`src/rtl/matrix_alu_pkg.sv`:
```
// Shared types and constants for the 2x2 matrix ALU: opcodes, FSM states,
// per-opcode EXEC lengths and the result-width helper.
package matrix_alu_pkg;

  typedef enum logic [2:0] {
    OP_ADD   = 3'd0,
    OP_SUB   = 3'd1,
    OP_MUL   = 3'd2,
    OP_TRANS = 3'd3,
    OP_DET   = 3'd4,
    OP_ADJ   = 3'd5
  } op_e;

  typedef enum logic [1:0] {
    S_IDLE = 2'd0,
    S_EXEC = 2'd1,
    S_DONE = 2'd2
  } state_e;

  localparam int unsigned EXEC_LEN_SINGLE = 1;
  localparam int unsigned EXEC_LEN_MUL    = 4;
  localparam int unsigned EXEC_LEN_ADJ    = 2;

  function automatic int rw_of(input int w);
    return 2 * w + 2;
  endfunction

  // Index of the final EXEC cycle for an opcode (cycle counter starts at 0).
  function automatic logic [1:0] exec_last(input logic [2:0] op);
    case (op)
      OP_MUL:  exec_last = 2'(EXEC_LEN_MUL - 1);
      OP_ADJ:  exec_last = 2'(EXEC_LEN_ADJ - 1);
      default: exec_last = 2'(EXEC_LEN_SINGLE - 1);
    endcase
  endfunction

endpackage

```
`src/rtl/matrix_alu_2x2_seq_if.sv`:
```
// Request/result channel bundle for matrix_alu_2x2_seq; the master side
// issues requests and consumes results, the slave side is the engine.
interface matrix_alu_if #(parameter int W = 4);
  import matrix_alu_pkg::*;

  localparam int RW = rw_of(W);

  // Both channels are valid/ready: a transfer happens on a rising edge where
  // valid and ready are both high; valid stays asserted with stable payload
  // until that edge, and ready may depend on nothing but the receiver's state.
  logic              in_valid;
  logic              in_ready;
  logic [2:0]        op;
  logic [4*W-1:0]    a;
  logic [4*W-1:0]    b;
  logic              out_valid;
  logic              out_ready;
  logic [4*RW-1:0]   c;
  logic              det_zero;
  logic              op_err;

  modport master (
    output in_valid, op, a, b, out_ready,
    input  in_ready, out_valid, c, det_zero, op_err
  );

  modport slave (
    input  in_valid, op, a, b, out_ready,
    output in_ready, out_valid, c, det_zero, op_err
  );

endinterface

```
`src/rtl/matrix_mac_unit.sv`:
```
// Combinational dual-product unit: x1*y1 +/- x2*y2 on zero-extended
// unsigned operands, producing a two's-complement RW-bit result.
module matrix_mac_unit
  import matrix_alu_pkg::*;
#(
  parameter int W = 4
) (
  input  logic [W-1:0]         x1,
  input  logic [W-1:0]         y1,
  input  logic [W-1:0]         x2,
  input  logic [W-1:0]         y2,
  input  logic                 sub,
  output logic [rw_of(W)-1:0]  p
);

  localparam int RW = rw_of(W);

  logic [RW-1:0] p1;
  logic [RW-1:0] p2;

  // Each product is below 2**(2W), so the sum or difference fits in 2W+2 bits.
  assign p1 = {{(RW-W){1'b0}}, x1} * {{(RW-W){1'b0}}, y1};
  assign p2 = {{(RW-W){1'b0}}, x2} * {{(RW-W){1'b0}}, y2};
  assign p  = sub ? (p1 - p2) : (p1 + p2);

endmodule

```
`src/rtl/matrix_alu_2x2_seq.sv`:
```
// Sequential 2x2 matrix ALU: ADD/SUB/MUL/TRANS/DET (and ADJ when the
// MATRIX_ALU_ADJ_EN macro is defined) on one shared MAC, valid/ready in and out.
module matrix_alu_2x2_seq
  import matrix_alu_pkg::*;
#(
  parameter int W = 4
) (
  input  logic        clk,
  input  logic        rst,
  matrix_alu_if.slave bus,
  output state_e      dbg_state_o
);

  localparam int RW = rw_of(W);

  typedef logic [0:3][W-1:0]  elems_t;
  typedef logic [0:3][RW-1:0] res_t;

  state_e        state_q, state_d;
  logic [1:0]    cnt_q, cnt_d;
  logic [2:0]    op_q, op_d;
  elems_t        a_q, a_d;
  elems_t        b_q, b_d;
  res_t          c_q, c_d;
  logic          dz_q, dz_d;
  logic          err_q, err_d;

  logic [W-1:0]  mac_x1, mac_y1, mac_x2, mac_y2;
  logic          mac_sub;
  logic [RW-1:0] mac_p;
  logic          op_legal;
  logic [1:0]    last_cnt;

  function automatic logic [RW-1:0] zext(input logic [W-1:0] v);
    return {{(RW-W){1'b0}}, v};
  endfunction

  always_comb begin
    op_legal = (op_q <= OP_DET);
`ifdef MATRIX_ALU_ADJ_EN
    if (op_q == OP_ADJ) op_legal = 1'b1;
`endif
    last_cnt = op_legal ? exec_last(op_q) : 2'd0;
  end

  // MUL walks c11,c12,c21,c22 with cnt = {row, col}; DET/ADJ reuse the MAC
  // as a11*a22 - a12*a21.
  always_comb begin
    mac_x1  = a_q[0];
    mac_y1  = a_q[3];
    mac_x2  = a_q[1];
    mac_y2  = a_q[2];
    mac_sub = 1'b1;
    if (op_q == OP_MUL) begin
      mac_x1  = a_q[{cnt_q[1], 1'b0}];
      mac_y1  = b_q[{1'b0, cnt_q[0]}];
      mac_x2  = a_q[{cnt_q[1], 1'b1}];
      mac_y2  = b_q[{1'b1, cnt_q[0]}];
      mac_sub = 1'b0;
    end
  end

  matrix_mac_unit #(.W(W)) u_mac (
    .x1  (mac_x1),
    .y1  (mac_y1),
    .x2  (mac_x2),
    .y2  (mac_y2),
    .sub (mac_sub),
    .p   (mac_p)
  );

  always_comb begin
    state_d = state_q;
    cnt_d   = cnt_q;
    op_d    = op_q;
    a_d     = a_q;
    b_d     = b_q;
    c_d     = c_q;
    dz_d    = dz_q;
    err_d   = err_q;

    case (state_q)
      S_IDLE: begin
        if (bus.in_valid) begin
          state_d = S_EXEC;
          cnt_d   = 2'd0;
          op_d    = bus.op;
          a_d     = bus.a;
          b_d     = bus.b;
          c_d     = '0;
          dz_d    = 1'b0;
          err_d   = 1'b0;
        end
      end

      S_EXEC: begin
        case (op_q)
          OP_ADD: for (int i = 0; i < 4; i++) c_d[i] = zext(a_q[i]) + zext(b_q[i]);
          OP_SUB: for (int i = 0; i < 4; i++) c_d[i] = zext(a_q[i]) - zext(b_q[i]);
          OP_TRANS: c_d = {zext(a_q[0]), zext(a_q[2]), zext(a_q[1]), zext(a_q[3])};
          OP_MUL: c_d[cnt_q] = mac_p;
          OP_DET: begin
            c_d[0] = mac_p;
            dz_d   = (mac_p == '0);
          end
`ifdef MATRIX_ALU_ADJ_EN
          OP_ADJ: begin
            // Cycle 0 latches det==0; cycle 1 writes the adjugate only for a
            // nonsingular matrix, leaving the accept-time zeros otherwise.
            if (cnt_q == 2'd0) begin
              dz_d = (mac_p == '0);
            end else if (!dz_q) begin
              c_d = {zext(a_q[3]), -zext(a_q[1]), -zext(a_q[2]), zext(a_q[0])};
            end
          end
`endif
          default: err_d = 1'b1;
        endcase

        if (cnt_q == last_cnt) begin
          state_d = S_DONE;
        end else begin
          cnt_d = cnt_q + 2'd1;
        end
      end

      S_DONE: begin
        if (bus.out_ready) state_d = S_IDLE;
      end

      default: state_d = S_IDLE;
    endcase
  end

  always_ff @(posedge clk) begin
    if (rst) begin
      state_q <= S_IDLE;
      cnt_q   <= 2'd0;
      op_q    <= 3'd0;
      a_q     <= '0;
      b_q     <= '0;
      c_q     <= '0;
      dz_q    <= 1'b0;
      err_q   <= 1'b0;
    end else begin
      state_q <= state_d;
      cnt_q   <= cnt_d;
      op_q    <= op_d;
      a_q     <= a_d;
      b_q     <= b_d;
      c_q     <= c_d;
      dz_q    <= dz_d;
      err_q   <= err_d;
    end
  end

  assign bus.in_ready  = (state_q == S_IDLE);
  assign bus.out_valid = (state_q == S_DONE);
  assign bus.c         = c_q;
  assign bus.det_zero  = dz_q;
  assign bus.op_err    = err_q;
  assign dbg_state_o   = state_q;

endmodule

```
`src/flat_wrapper.sv`:
```
// flat-port wrapper written by rule: the top's interface ports become plain ports
module matrix_alu_2x2_seq_flat import matrix_alu_pkg::*;
#(
  parameter int W = 4
)
  (clk, rst, dbg_state_o, bus_in_valid, bus_op, bus_a, bus_b, bus_out_ready, bus_in_ready, bus_out_valid, bus_c, bus_det_zero, bus_op_err);
  matrix_alu_if #(.W(W)) bus_i ();
  input  logic clk;
  input  logic rst;
  output state_e dbg_state_o;
  input wire logic [$bits(bus_i.in_valid)-1:0] bus_in_valid;
  input wire logic [$bits(bus_i.op)-1:0] bus_op;
  input wire logic [$bits(bus_i.a)-1:0] bus_a;
  input wire logic [$bits(bus_i.b)-1:0] bus_b;
  input wire logic [$bits(bus_i.out_ready)-1:0] bus_out_ready;
  output wire logic [$bits(bus_i.in_ready)-1:0] bus_in_ready;
  output wire logic [$bits(bus_i.out_valid)-1:0] bus_out_valid;
  output wire logic [$bits(bus_i.c)-1:0] bus_c;
  output wire logic [$bits(bus_i.det_zero)-1:0] bus_det_zero;
  output wire logic [$bits(bus_i.op_err)-1:0] bus_op_err;
  assign bus_i.in_valid = bus_in_valid;
  assign bus_i.op = bus_op;
  assign bus_i.a = bus_a;
  assign bus_i.b = bus_b;
  assign bus_i.out_ready = bus_out_ready;
  assign bus_in_ready = bus_i.in_ready;
  assign bus_out_valid = bus_i.out_valid;
  assign bus_c = bus_i.c;
  assign bus_det_zero = bus_i.det_zero;
  assign bus_op_err = bus_i.op_err;
  matrix_alu_2x2_seq #(.W(W)) u_core (.clk(clk), .rst(rst), .bus(bus_i), .dbg_state_o(dbg_state_o));
endmodule
```
`config.mk`:
```
export PLATFORM = sky130hd
export DESIGN_NAME = matrix_alu_2x2_seq_flat
export DESIGN_NICKNAME = d
export VERILOG_FILES = /design/src/rtl/matrix_alu_pkg.sv /design/src/rtl/matrix_alu_2x2_seq_if.sv /design/src/rtl/matrix_mac_unit.sv /design/src/rtl/matrix_alu_2x2_seq.sv /design/src/flat_wrapper.sv
export SDC_FILE = /design/constraint.sdc
export NUM_CORES = 1
export LEC_CHECK = 0
export CORE_MARGIN = 2
export CORE_UTILIZATION = 43
export DETAILED_ROUTE_END_ITERATION = 8
export GPL_TIMING_DRIVEN = 0
export PLACE_DENSITY = 0.64
export REMOVE_ABC_BUFFERS = 1
export SLEW_MARGIN = 0
export SYNTH_ARGS = -nofsm -noshare
export SYNTH_HDL_FRONTEND = slang
export SYNTH_SLANG_ARGS = --single-unit
```
`constraint.sdc`:
```
create_clock -name clk -period 10.2 [get_ports clk]
set_input_delay 1.02 -clock clk [delete_from_list [all_inputs] [get_ports clk]]
set_output_delay 1.02 -clock clk [all_outputs]
set_load 0.01 [all_outputs]
```
Yosys cells after proc, flatten, opt, wreduce, memory -nomap -nowiden --
Index checks and enable logic that the tools add are counted.
Storage, ports and cells: output and inout port bits 46, bits in writable memories 0, bits in latches 0, input bits 39, memory bits (read-only) 0, flip-flop bits (word level) 81, memories kept 0, word-level logic and storage cells 109
Operators by class: order comparisons 7, equal/unequal tests 16, bitwise logic cells 5, shifts and indexed selects 0, reductions and logical operators 13, muxes and demuxes 38, multipliers 2, add/sub/neg operators 11, div/mod/pow operators 0
Operators with widths (number):
- $pmux 30 s4 | 1
- $pmux 40 s2 | 1
- $pmux 10 s5 | 1
- $mux 4 | 12
- $bwmux 40 | 1
- $mux 40 | 1
- $bmux 4 s2 | 4
- $add 4x4->5 | 4
- $demux 10 s2 | 1
- $mux 10 | 2
- $sub 4x4->5 | 4
- $reduce_and 3->1 | 6
- $mul 4x4->8 | 2
- $ge 3x3->1 const B | 5
- $mux 2 | 6
- $not 2->3 | 4
- $logic_not 10->1 | 1
- $ne 2x2->1 const B | 5
- $add 8x8->9 | 1
- $sub 8x8->9 | 1
- $pmux 2 s2 | 2
- $eq 3x2->1 const B | 2
- $eq 3x3->1 const B | 2
- $ne 6x5->1 const B | 1
- other kinds (19) | 22

Depth between registers and ports, before layout --
Gate-level depths: netlist of run 1.
word-level depth 11, mapped depth 24, mapped depth without buffers 21

Hierarchy --
Synthesis of run 1 repeated with hierarchy kept, for this count alone.
Unflattened totals: cell total of the unflattened synthesis 860, area, all modules 6899.1 µm²
By module, submodules not included:
- matrix_alu_2x2_seq | cells an instance 670, seq. area each 1621.6 µm², times used 1, area an instance 5362.6 µm²
- matrix_mac_unit | cells an instance 190, seq. area each 0.0 µm², times used 1, area an instance 1536.5 µm²

Worst setup path before layout of run 1 --
OpenSTA, ideal clock, no wires.
path kind register to register, start register u_core.op_q[2], end register u_core.c_q, in the netlist u_core.bus.c[37], data required time 10.130 ns, stages on the path, launching flop included 25, library setup time 0.070 ns, path buffers 5, period minus slack after synthesis 5.689 ns, arrival time 5.618 ns, setup slack 4.511 ns, cell sequence dfxtp_1 buf_6 nor3b_2 buf_2 buf_1 buf_2 o21ai_0 or2_2 fa_1 inv_1 fa_1 inv_1 fa_1 inv_1 a21oi_1 o21bai_1 xor2_1 ha_1 buf_2 or3b_2 nand4_1 o21bai_1 a21oi_1 or4_1 a21oi_1
Between the ends: word-level cells in the longest chain between the ends 8, elaborated cells between the ends (all ways) 19, those cells by class add/sub: 2; mul: 2; eq/ne: 5; mux: 8; reduce/logical: 2
Ends and longest elaborated chain:
- from (decl) | line matrix_alu_2x2_seq.sv:21 | logic [2:0] op_q, op_d;
- from (signal assigned) | line matrix_alu_2x2_seq.sv:148 | op_q <= op_d;
- $eq 3x2->1 | line matrix_alu_2x2_seq.sv:54, matrix_alu_2x2_seq.sv:97
- $mux 4 | line matrix_alu_2x2_seq.sv:54 | if (op_q == OP_MUL) begin
- $mul 4x4->8, on equally long branches | line matrix_mac_unit.sv:22, matrix_mac_unit.sv:23
- $sub 8x8->9 / $add 8x8->9 (equally long branches) | line matrix_mac_unit.sv:24 | assign p = sub ? (p1 - p2) : (p1 + p2);
- $mux 10 | line matrix_mac_unit.sv:24
- $bwmux 40 | line matrix_alu_2x2_seq.sv:101 | OP_MUL: c_d[cnt_q] = mac_p;
- $pmux 10 s5 | line matrix_alu_2x2_seq.sv:97 | case (op_q)
- $pmux 40 s2 | line matrix_alu_2x2_seq.sv:82 | case (state_q)
- to (signal assigned) | line matrix_alu_2x2_seq.sv:142 | c_q <= '0;
- to (signal assigned) | line matrix_alu_2x2_seq.sv:151 | c_q <= c_d;
- to (decl) | line matrix_alu_2x2_seq.sv:24 | res_t c_q, c_d;
Parallel ways exist; a longest one is shown, timed or not. A chain may end at the register's enable or synchronous reset.

Worst setup path after layout of run 1 --
start register u_core.op_q[1], end register u_core.c_q, in the netlist u_core.bus.c[37]
Same word-level chain as after synthesis.

==> flow_summary_export.csv, run 1 <==
group,metric,value,unit
run_status,status,"complete, no violations",
sta,slew_violations,0,
floorplanning,initial_utilization,43.77,%
global_route,grt-ovfl-total,0,
critical_path,path_class,"reg -> reg",
route,detail_route.iter0.violations,614,
route,route.detailed.drc,0,
global_route,antenna_found_initial,0,
logic_synthesis,synth_top_area_share,23.49,%
sta,slew_headroom,19.94,%
hold_path,hp-class,"reg -> reg",
logic_synthesis,synth_seq_area_share,23.49,%
clock_network,cts_inserted_buffers,9,
global_route,grt_pass1_wl,32390,um
critical_path,critPathRequiredTime,10480,ps
logic_synthesis,yosysMostFrequentCell,"nand2_1",
placed_design,place_hpwl,15450,um
route,routedWlPerCell,17.54,um
logic_synthesis,yosysWarnings,0,
clock_network,worst_skew_pair.late_latency,350,ps
logic_synthesis,synth_top_area_cell,"dfxtp_1",
placed_design,place.gp.congestion,0.8918,
logic_synthesis,synth_flop_cell,"dfxtp_1",
floorplanning,chipHeight,130.7,um
route,routed_wl,20260,um
sta,min_period_over_period,71.43,%
critical_path,startpoint_type,"register",
power_and_ir_drop,powerDensity,123.2,nW/um^2
logic_synthesis,avgSynthCellArea,7.765,um^2
power_and_ir_drop,ir_worst_vdd,0.0001111,V
final_layout,antennaDiodeCount,0,
logic_synthesis,ys_seq_elements,81,
sta,setup_tns,0,ps
sta,fin_skew,7.971,ps
critical_path,critical_path.endpoint_type,"register",
floorplanning,die_area,17080,um^2
sta,finalHoldViolCount,0,
logic_synthesis,syn_inst,889,
clock_network,cts.clk_slew.worst_paths,60,ps
logic_synthesis,synth_cell_types,69,
final_layout,multiInputGateArea,4833,um^2
global_route,grt_usage,24.27,%
route,vias,6465,
logic_synthesis,synth_commonest_cells,"nand2_1, a21oi_1, dfxtp_1, ha_1, nor2_1",
critical_path,worstPathMaxFanout,28,
sta,max_freq,137.3,MHz
final_layout,fillers,1567,
sta,hold_ws,461.2,ps
clock_network,cts_hold_buf,0,
global_route,grt_max_degree,47,
flow_run,max_cap_violations,0,
floorplanning,io_pins,85,
logic_synthesis,ys_top_cells_by_area,"dfxtp_1, ha_1, a21oi_1",
clock_network,clock_sinks,81,
power_and_ir_drop,leakagePower,3.216,nW
clock_network,cts_htree_levels,3,
sta,worst_pin_slew,1201,ps
route,ant_nets,0,
route,drt_first_pass_iters,6,
clock_network,post-cts-setup-buffers,0,
floorplanning,die_x,130.7,um
floorplanning,core,15770,um^2
placed_design,placed_area,7836,um^2
route,vias_per_cell,5.597,
global_route,grt_pass1_vias,5952,
sta,setup_viol,0,
critical_path,cp.arrival,7560,ps
logic_synthesis,async_flop_share,0,%
final_layout,nets,1068,
logic_synthesis,syn_area,6903,um^2
logic_synthesis,synth-edff-count,0,
clock_network,tritoncts,"done",
placed_design,portBuffers,84,
clock_network,ctsLongestPathBuffers,2,
clock_network,post_cts_resized,0,
sta,rsz0062_at_grt,"no",
floorplanning,num_rows,46,
clock_network,cts-root-buf,"clkbuf_16",
final_layout,seq_area,1622,um^2
sta,period_minus_slack,7286,ps
final_layout,area_growth,18.09,%
final_layout,drive_gt1_share,4.579,%
final_layout,fin_area,8152,um^2
-- metal layers --
layer	routed length [um]	vias to the layer above	track usage (%)
met4	499	0	7.447
met5	0	-	0
met2	9111	231	38.20
li1	-	3196	-
met3	1274	31	3.379
met1	9377	3007	34.58
-- metrics by stage --
| stage | worst slack, ps | cells | utilization, % | total power, mW |
|---|---|---|---|---|
| final | 2914 | 1155 | 51.69 | 1.004 |
| after floorplan | 3990 | 838 | - | 0.5492 |
| after detailed placement | 2968 | 1140 | 49.69 | 0.6559 |
| after CTS | 2954 | 1155 | 51.67 | 1.002 |
| after global placement | 2316 | 1138 | 49.46 | 0.6504 |
| after global routing | 2526 | 1155 | 51.69 | 1.049 |
-- final timing paths --
path	from	endpoint	depth (start not counted)	slack (ps)
worst max-delay path	u_core.op_q[1]$_SDFFE_PP0P_	u_core.bus.c[37]$_SDFFE_PP0P_	20	2910
worst min-delay path	u_core.bus.c[29]$_SDFFE_PP0P_	u_core.bus.c[29]$_SDFFE_PP0P_	2	460
worst max register to register	u_core.op_q[1]$_SDFFE_PP0P_	u_core.bus.c[37]$_SDFFE_PP0P_	20	2910
worst min register to register	u_core.bus.c[29]$_SDFFE_PP0P_	u_core.bus.c[29]$_SDFFE_PP0P_	2	460
-- area by class of cell --
cell class / instances / area share [%]
Sequential cell: 81 / 19.89
Tap cell: 216 / 3.315
Clock buffer: 12 / 3.024
Clock inverter: 3 / 0.7982
Timing Repair Buffer: 86 / 10.68
Inverter: 65 / 2.993
Multi-Input combinational cell: 692 / 59.29
-- cells by family after synthesis --
logic type,synth area share (%)
AND/OR/NAND/NOR,18.76
AO/OA/AOI/OAI,25.48
buffers and inverters,6.634
adder cells (fa/ha/maj),19.00
flip-flops,23.49
multiplexers,3.716
XOR/XNOR,2.918
-- registers in the layout, summed over array words and instances (netlist names) --
name	count
u_core.op_q	3
u_core.cnt_q	2
u_core.b_q	16
u_core.dbg_state_o	2
u_core.bus.c	40
u_core.a_q	16
u_core.bus.op_err	1
u_core.bus.det_zero	1
-- where the power goes --
part           switching, mW  leakage (nW)  total, mW  internal, mW
logic                  0.173          2.40      0.294         0.122
clock network          0.131         0.153      0.350         0.220
registers             0.0290         0.659      0.360         0.331
total                  0.332          3.22       1.00         0.672
-- critical path: stages, from the launching register on --
cell	delay, ps
dfxtp_1	950
or3b_1	900
nor2_4	540
mux2i_1	230
or2_2	350
fa_1	500
inv_1	50
fa_1	560
inv_1	60
fa_1	450
inv_1	70
a21oi_1	60
o21bai_1	150
xor2_1	250
ha_1	400
or3b_2	520
nand4_1	100
o21bai_1	190
a21oi_1	170
or4_1	540
a21oi_1	130
-- cells in the final DEF (no fill, tap or decap), drive strengths merged, types with 16 or more instances in the layout --
cell / instances
a211oi: 20
a21oi: 101
clkdlybuf4s50: 83
dfxtp: 81
fa: 18
ha: 76
inv: 65
mux2i: 20
nand2: 125
nor2: 76
o211ai: 16
o21ai: 31
xnor2: 19
No activity file was read; power rests on OpenSTA's default activity.
==> inputs of run 2 (changes only) <==
--- a/config.mk
+++ b/config.mk
@@ -9,7 +9,7 @@
 export CORE_UTILIZATION = 43
 export DETAILED_ROUTE_END_ITERATION = 8
 export GPL_TIMING_DRIVEN = 0
-export PLACE_DENSITY = 0.64
+export PLACE_DENSITY = 0.67
 export REMOVE_ABC_BUFFERS = 1
 export SLEW_MARGIN = 0
 export SYNTH_ARGS = -nofsm -noshare
==> constraint.sdc (replaced) <==
create_clock -name clk -period 6.05 [get_ports clk]
set_input_delay 0.605 -clock clk [delete_from_list [all_inputs] [get_ports clk]]
set_output_delay 0.605 -clock clk [all_outputs]
set_load 0.01 [all_outputs]
==> flow_summary_export.csv, run 2 (synthesis results as in run 1) <==
group,metric,value,unit
clock_network,worst_skew_pair.late_latency,340,ps
flow_run,max_cap_violations,0,
clock_network,tritoncts,"done",
run_status,status,"complete, no violations",
final_layout,finalCoreUtilization,52.48,%
route,ant_nets,0,
sta,min_period_over_period,96.95,%
power_and_ir_drop,ir_worst_vdd,0.0001410,V
final_layout,antennaDiodeCount,0,
clock_network,cts_inserted_buffers,9,
route,route.detailed.drc,0,
hold_path,hp-start,"u_core.bus.c[29]$_SDFFE_PP0P_",
critical_path,critPathSlowestCell,"fa_1",
floorplanning,core,15770,um^2
placed_design,placed_area,7849,um^2
clock_network,ctsLongestPathBuffers,2,
sta,period_minus_slack,5865,ps
final_layout,drive_gt1_share,6.322,%
global_route,grt_pass1_vias,5923,
critical_path,cp.arrival,6140,ps
critical_path,startpoint_type,"register",
critical_path,path_class,"reg -> reg",
final_layout,layout_commonest_cell,"nand2_1",
hold_path,hp-class,"reg -> reg",
final_layout,area_growth,19.88,%
critical_path,max_stage_delay,550,ps
floorplanning,die_x,130.7,um
route,detail_route.iter0.violations,489,
floorplanning,io_pins,85,
final_layout,seq_area,1634,um^2
route,vias,6595,
global_route,grt_max_degree,47,
final_layout,nets,1077,
final_layout,fin_area,8275,um^2
placed_design,portBuffers,84,
floorplanning,initial_utilization,43.77,%
global_route,grt-ovfl-total,0,
clock_network,cts_htree_levels,3,
power_and_ir_drop,powerDensity,199.7,nW/um^2
sta,worst_pin_slew,1309,ps
route,routed_wl,20400,um
critical_path,critPathRequiredTime,6320,ps
floorplanning,die_area,17080,um^2
route,drt_first_pass_iters,7,
placed_design,place_hpwl,15300,um
final_layout,final_cell_mix,"nand2_1, a21oi_1, clkdlybuf4s50_1, dfxtp_1",
clock_network,clock_sinks,81,
final_layout,largest_register_ffs,40,
floorplanning,num_rows,46,
global_route,grt.met2_usage,38.48,%
global_route,grt_use_met3,3.217,%
global_route,antenna_found_initial,0,
critical_path,worstPathMaxFanout,14,
global_route,met1_usage,32.43,%
clock_network,cts.clk_slew.worst_paths,60,ps
critical_path,path_cells,"or3b_4, nor2_4, buf_12, mux2i_1, or2_2, fa_1, inv_1, fa_1, inv_1, fa_1, inv_1, a21oi_1, o21bai_1, xor2_2, ha_4, or3b_2, nand4_1, o21bai_1, a21oi_1, or4_1, a21oi_1",
critical_path,crit_path_start,"u_core.op_q[1]$_SDFFE_PP0P_",
sta,setup_viol,0,
global_route,grt_usage,23.67,%
critical_path,critical_path.endpoint_type,"register",
final_layout,fillers,1578,
sta,slew_violations,0,
power_and_ir_drop,leakagePower,3.266,nW
route,vias_per_cell,5.661,
sta,slew_headroom,12.72,%
route,routedWlPerCell,17.51,um
sta,finalHoldViolCount,0,
floorplanning,chipHeight,130.7,um
placed_design,place.gp.congestion,0.8984,
sta,max_freq,170.5,MHz
global_route,grt_pass1_wl,31380,um
sta,fin_skew,7.386,ps
critical_path,r2r_start,"u_core.op_q[1]$_SDFFE_PP0P_",
final_layout,multiInputGateArea,4871,um^2
global_route,top_usage_layer,"met2",
clock_network,cts-root-buf,"clkbuf_16",
run 2: cell count changes in the layout (fill, tap and decap cells not counted), sizes merged:
cell | previous run | this run
clkinvlp | 0 | 1
clkinv | 1 | 3
or3b | 4 | 5
clkbuf | 12 | 11
buf | 3 | 11
bufinv | 2 | 1
run 2: critical path: cells and delay by family (launching register included):
kind	cells	cell delay, ps
mux	1	140
compound gates	5	730
buf+inv	4	340
fa+ha+maj	4	1790
simple gates	6	2060
flops	1	440
xor+xnor	1	260
run 2: final timing paths:
| path | to | slack, ps | depth (start not counted) |
|---|---|---|---|
| worst max-delay path | u_core.bus.c[37]$_SDFFE_PP0P_ | 180 | 21 |
| worst min-delay path | u_core.bus.c[29]$_SDFFE_PP0P_ | 460 | 2 |
| worst max register to register | u_core.bus.c[37]$_SDFFE_PP0P_ | 180 | 21 |
| worst min register to register | u_core.bus.c[29]$_SDFFE_PP0P_ | 460 | 2 |
run 2: final cells by class:
type                       instances  area share (%)
clock buffer                      11           2.812
clock inverter                     5          0.6804
inverter                          65           2.948
multi-input combinational        693           58.86
sequential                        81           19.75
tap                              216           3.266
timing repair buffer              94           11.69
run 2: repair_timing:
item	in CTS	in global routing
cloned	1	0
setup buffers	5	3
hold endpoints to repair	0	0
resized for setup	8	5
setup endpoints to repair	26	7
pin swaps	3	2
hold buffers	0	0
run 2: report_power, final:
part	switching [mW]	total [mW]	internal, mW	leakage (nW)
Sequential	0.0444	0.602	0.557	0.662
Combinational	0.295	0.506	0.212	2.47
Clock	0.225	0.544	0.319	0.139
run 2: routing by layer:
metal	vias to the layer above	wire length [um]	share of wire, %
met2	264	9231	45
li1	3217	-	-
met3	39	1353	6.6
met4	0	616	3.0
met1	3075	9201	45
met5	-	0	0
run 2: metrics by stage:
stage / TNS (ps) / hold WS [ps] / std cells / power [mW] / setup slack [ps]
3_3_place_gp: -31180 / 445.4 / 1138 / 1.093 / -1648
3_5_place_dp: -19300 / 450.7 / 1140 / 1.102 / -1188
6_report: 0 / 457.9 / 1165 / 1.652 / 184.5
4_1_cts: 0 / 459.3 / 1162 / 1.647 / 13.47
5_1_grt: -19.98 / 479.0 / 1165 / 1.729 / -19.98
2_1_floorplan: -175.0 / 447.6 / 838 / 0.9259 / -159.9
==> inputs of run 3 (changes only) <==
--- a/config.mk
+++ b/config.mk
@@ -6,10 +6,10 @@
 export NUM_CORES = 1
 export LEC_CHECK = 0
 export CORE_MARGIN = 2
-export CORE_UTILIZATION = 43
+export CORE_UTILIZATION = 28
 export DETAILED_ROUTE_END_ITERATION = 8
 export GPL_TIMING_DRIVEN = 0
-export PLACE_DENSITY = 0.67
+export PLACE_DENSITY = 0.46
 export REMOVE_ABC_BUFFERS = 1
 export SLEW_MARGIN = 0
 export SYNTH_ARGS = -nofsm -noshare
==> constraint.sdc (replaced) <==
create_clock -name clk -period 7.2 [get_ports clk]
set_input_delay 0.72 -clock clk [delete_from_list [all_inputs] [get_ports clk]]
set_output_delay 0.72 -clock clk [all_outputs]
set_load 0.01 [all_outputs]
==> flow_summary_export.csv, run 3 (synthesis results as in run 1) <==
group,metric,value,unit
final_layout,nets,1067,
clock_network,cts_inserted_buffers,9,
sta,period_minus_slack,6727,ps
sta,slew_headroom,20.85,%
route,detail_route.iter0.violations,367,
global_route,grt_pass1_vias,6217,
critical_path,crit_path_start,"u_core.op_q[2]$_SDFFE_PP0P_",
route,routed_wl,22820,um
floorplanning,initial_utilization,28.47,%
sta,rsz0062_at_grt,"no",
route,vias,6368,
floorplanning,io_pins,85,
sta,slew_violations,0,
floorplanning,chipHeight,161.0,um
sta,max_freq,148.7,MHz
final_layout,layout_commonest_cell,"nand2_1",
critical_path,worstPathMaxFanout,28,
critical_path,critical_path.endpoint_type,"register",
power_and_ir_drop,ir_worst_vdd,0.00009224,V
critical_path,reg2reg_depth,20,
floorplanning,die_area,25930,um^2
clock_network,cts-root-buf,"clkbuf_16",
placed_design,placed_area,7969,um^2
floorplanning,core,24250,um^2
clock_network,tritoncts,"done",
power_and_ir_drop,leakagePower,3.209,nW
final_layout,area_growth,19.87,%
hold_path,holdPathStages,2,
critical_path,critPathRequiredTime,7470,ps
critical_path,cp.arrival,7000,ps
route,vias_per_cell,5.042,
floorplanning,die_x,161.0,um
clock_network,ctsLongestPathBuffers,2,
route,ant_nets,0,
hold_path,hp-start,"u_core.bus.c[29]$_SDFFE_PP0P_",
run_status,status,"complete, no violations",
route,drt_first_pass_iters,5,
clock_network,cts_hold_buf,0,
final_layout,antennaDiodeCount,0,
clock_network,worst_skew_pair.late_latency,350,ps
critical_path,r2r_start,"u_core.op_q[2]$_SDFFE_PP0P_",
final_layout,final_cell_mix,"nand2_1, a21oi_1, clkdlybuf4s50_1, dfxtp_1, ha_1",
hold_path,hp-class,"reg -> reg",
global_route,antenna_found_initial,0,
final_layout,largest_register_ffs,40,
critical_path,r2r-end,"u_core.bus.c[37]$_SDFFE_PP0P_",
final_layout,fin_area,8274,um^2
global_route,grt_pass1_wl,35820,um
power_and_ir_drop,powerDensity,170.0,nW/um^2
placed_design,place_hpwl,17440,um
route,route.detailed.drc,0,
sta,fin_skew,10.11,ps
final_layout,finalCoreUtilization,34.12,%
critical_path,path_class,"reg -> reg",
sta,worst_pin_slew,1178,ps
sta,hold_ws,468.5,ps
clock_network,clock_sinks,81,
final_layout,drive_gt1_share,4.899,%
critical_path,ff2ff_setup_slack,470,ps
sta,min_period_over_period,93.43,%
critical_path,startpoint_type,"register",
global_route,grt_max_degree,75,
clock_network,cts_htree_levels,3,
route,routedWlPerCell,18.07,um
final_layout,fillers,2655,
placed_design,place.gp.congestion,0.8544,
sta,finalHoldViolCount,0,
clock_network,cts.clk_slew.worst_paths,60,ps
flow_run,max_cap_violations,0,
placed_design,portBuffers,84,
power_and_ir_drop,power.total,1.407,mW
global_route,grt-ovfl-total,0,
sta,setup_viol,0,
floorplanning,num_rows,57,
global_route,grt_usage,17.76,%
hold_path,min_to,"u_core.bus.c[29]$_SDFFE_PP0P_",
==> run 3: worst max-delay path, cell delays in order, from the launching register on <==
cell,delay (ps)
dfxtp_1,670
or3b_4,750
nor2_4,390
mux2i_1,230
or2_2,340
fa_1,530
inv_1,50
fa_1,560
inv_1,70
fa_1,450
inv_1,70
a21oi_1,60
o21bai_1,160
xor2_1,270
ha_1,400
or3b_2,520
nand4_1,110
o21bai_1,160
a21oi_1,160
or4_1,530
a21oi_1,130
==> run 3: worst max-delay path by stage <==
stage,end,slack [ps],cells after the start
3_5_place_dp,u_core.bus.c[37]$_SDFFE_PP0P_,-140,20
3_3_place_gp,u_core.bus.c[37]$_SDFFE_PP0P_,-1020,19
4_1_cts,u_core.bus.c[37]$_SDFFE_PP0P_,180,20
5_1_grt,u_core.bus.c[37]$_SDFFE_PP0P_,140,20
2_1_floorplan,u_core.bus.c[37]$_SDFFE_PP0P_,990,19
6_report,u_core.bus.c[37]$_SDFFE_PP0P_,470,20
==> run 3: layer usage <==
metal  GRT usage, %  wire [um]  share of wire (%)
met1          24.74      11160                 49
met5              0          0                  0
met3          2.542        909                4.0
met2          29.20      10470                 46
met4          3.896        281                1.2
==> run 3: cell type report <==
| type | instances | area [um^2] | share of cell area, % |
|---|---|---|---|
| timing repair buffer | 85 | 865.8 | 10.46 |
| clock buffer | 12 | 246.5 | 2.979 |
| clock inverter | 4 | 52.55 | 0.6351 |
| inverter | 65 | 244.0 | 2.949 |
| sequential | 81 | 1624 | 19.63 |
| multi-input combinational | 692 | 4836 | 58.45 |
| tap | 324 | 405.4 | 4.899 |
==> run 3: per-stage QoR <==
step | cells | TNS (ps) | setup WS [ps]
final | 1263 | 0 | 472.8
after global routing | 1263 | 0 | 135.8
after CTS | 1263 | 0 | 183.6
after detailed placement | 1247 | -139.1 | -139.1
after global placement | 1246 | -14720 | -1018
after floorplan | 838 | 0 | 990.1
==> run 3: power breakdown <==
| group | switching (mW) | internal [mW] | total (mW) |
|---|---|---|---|
| registers | 0.0431 | 0.469 | 0.512 |
| logic | 0.248 | 0.173 | 0.420 |
| clock network | 0.196 | 0.279 | 0.475 |
| total | 0.487 | 0.920 | 1.41 |
==> run 3: what timing repair did <==
item | in CTS | in global routing
resized for setup | 2 | 2
setup endpoints to repair | 1 | 5
setup buffers | 0 | 0
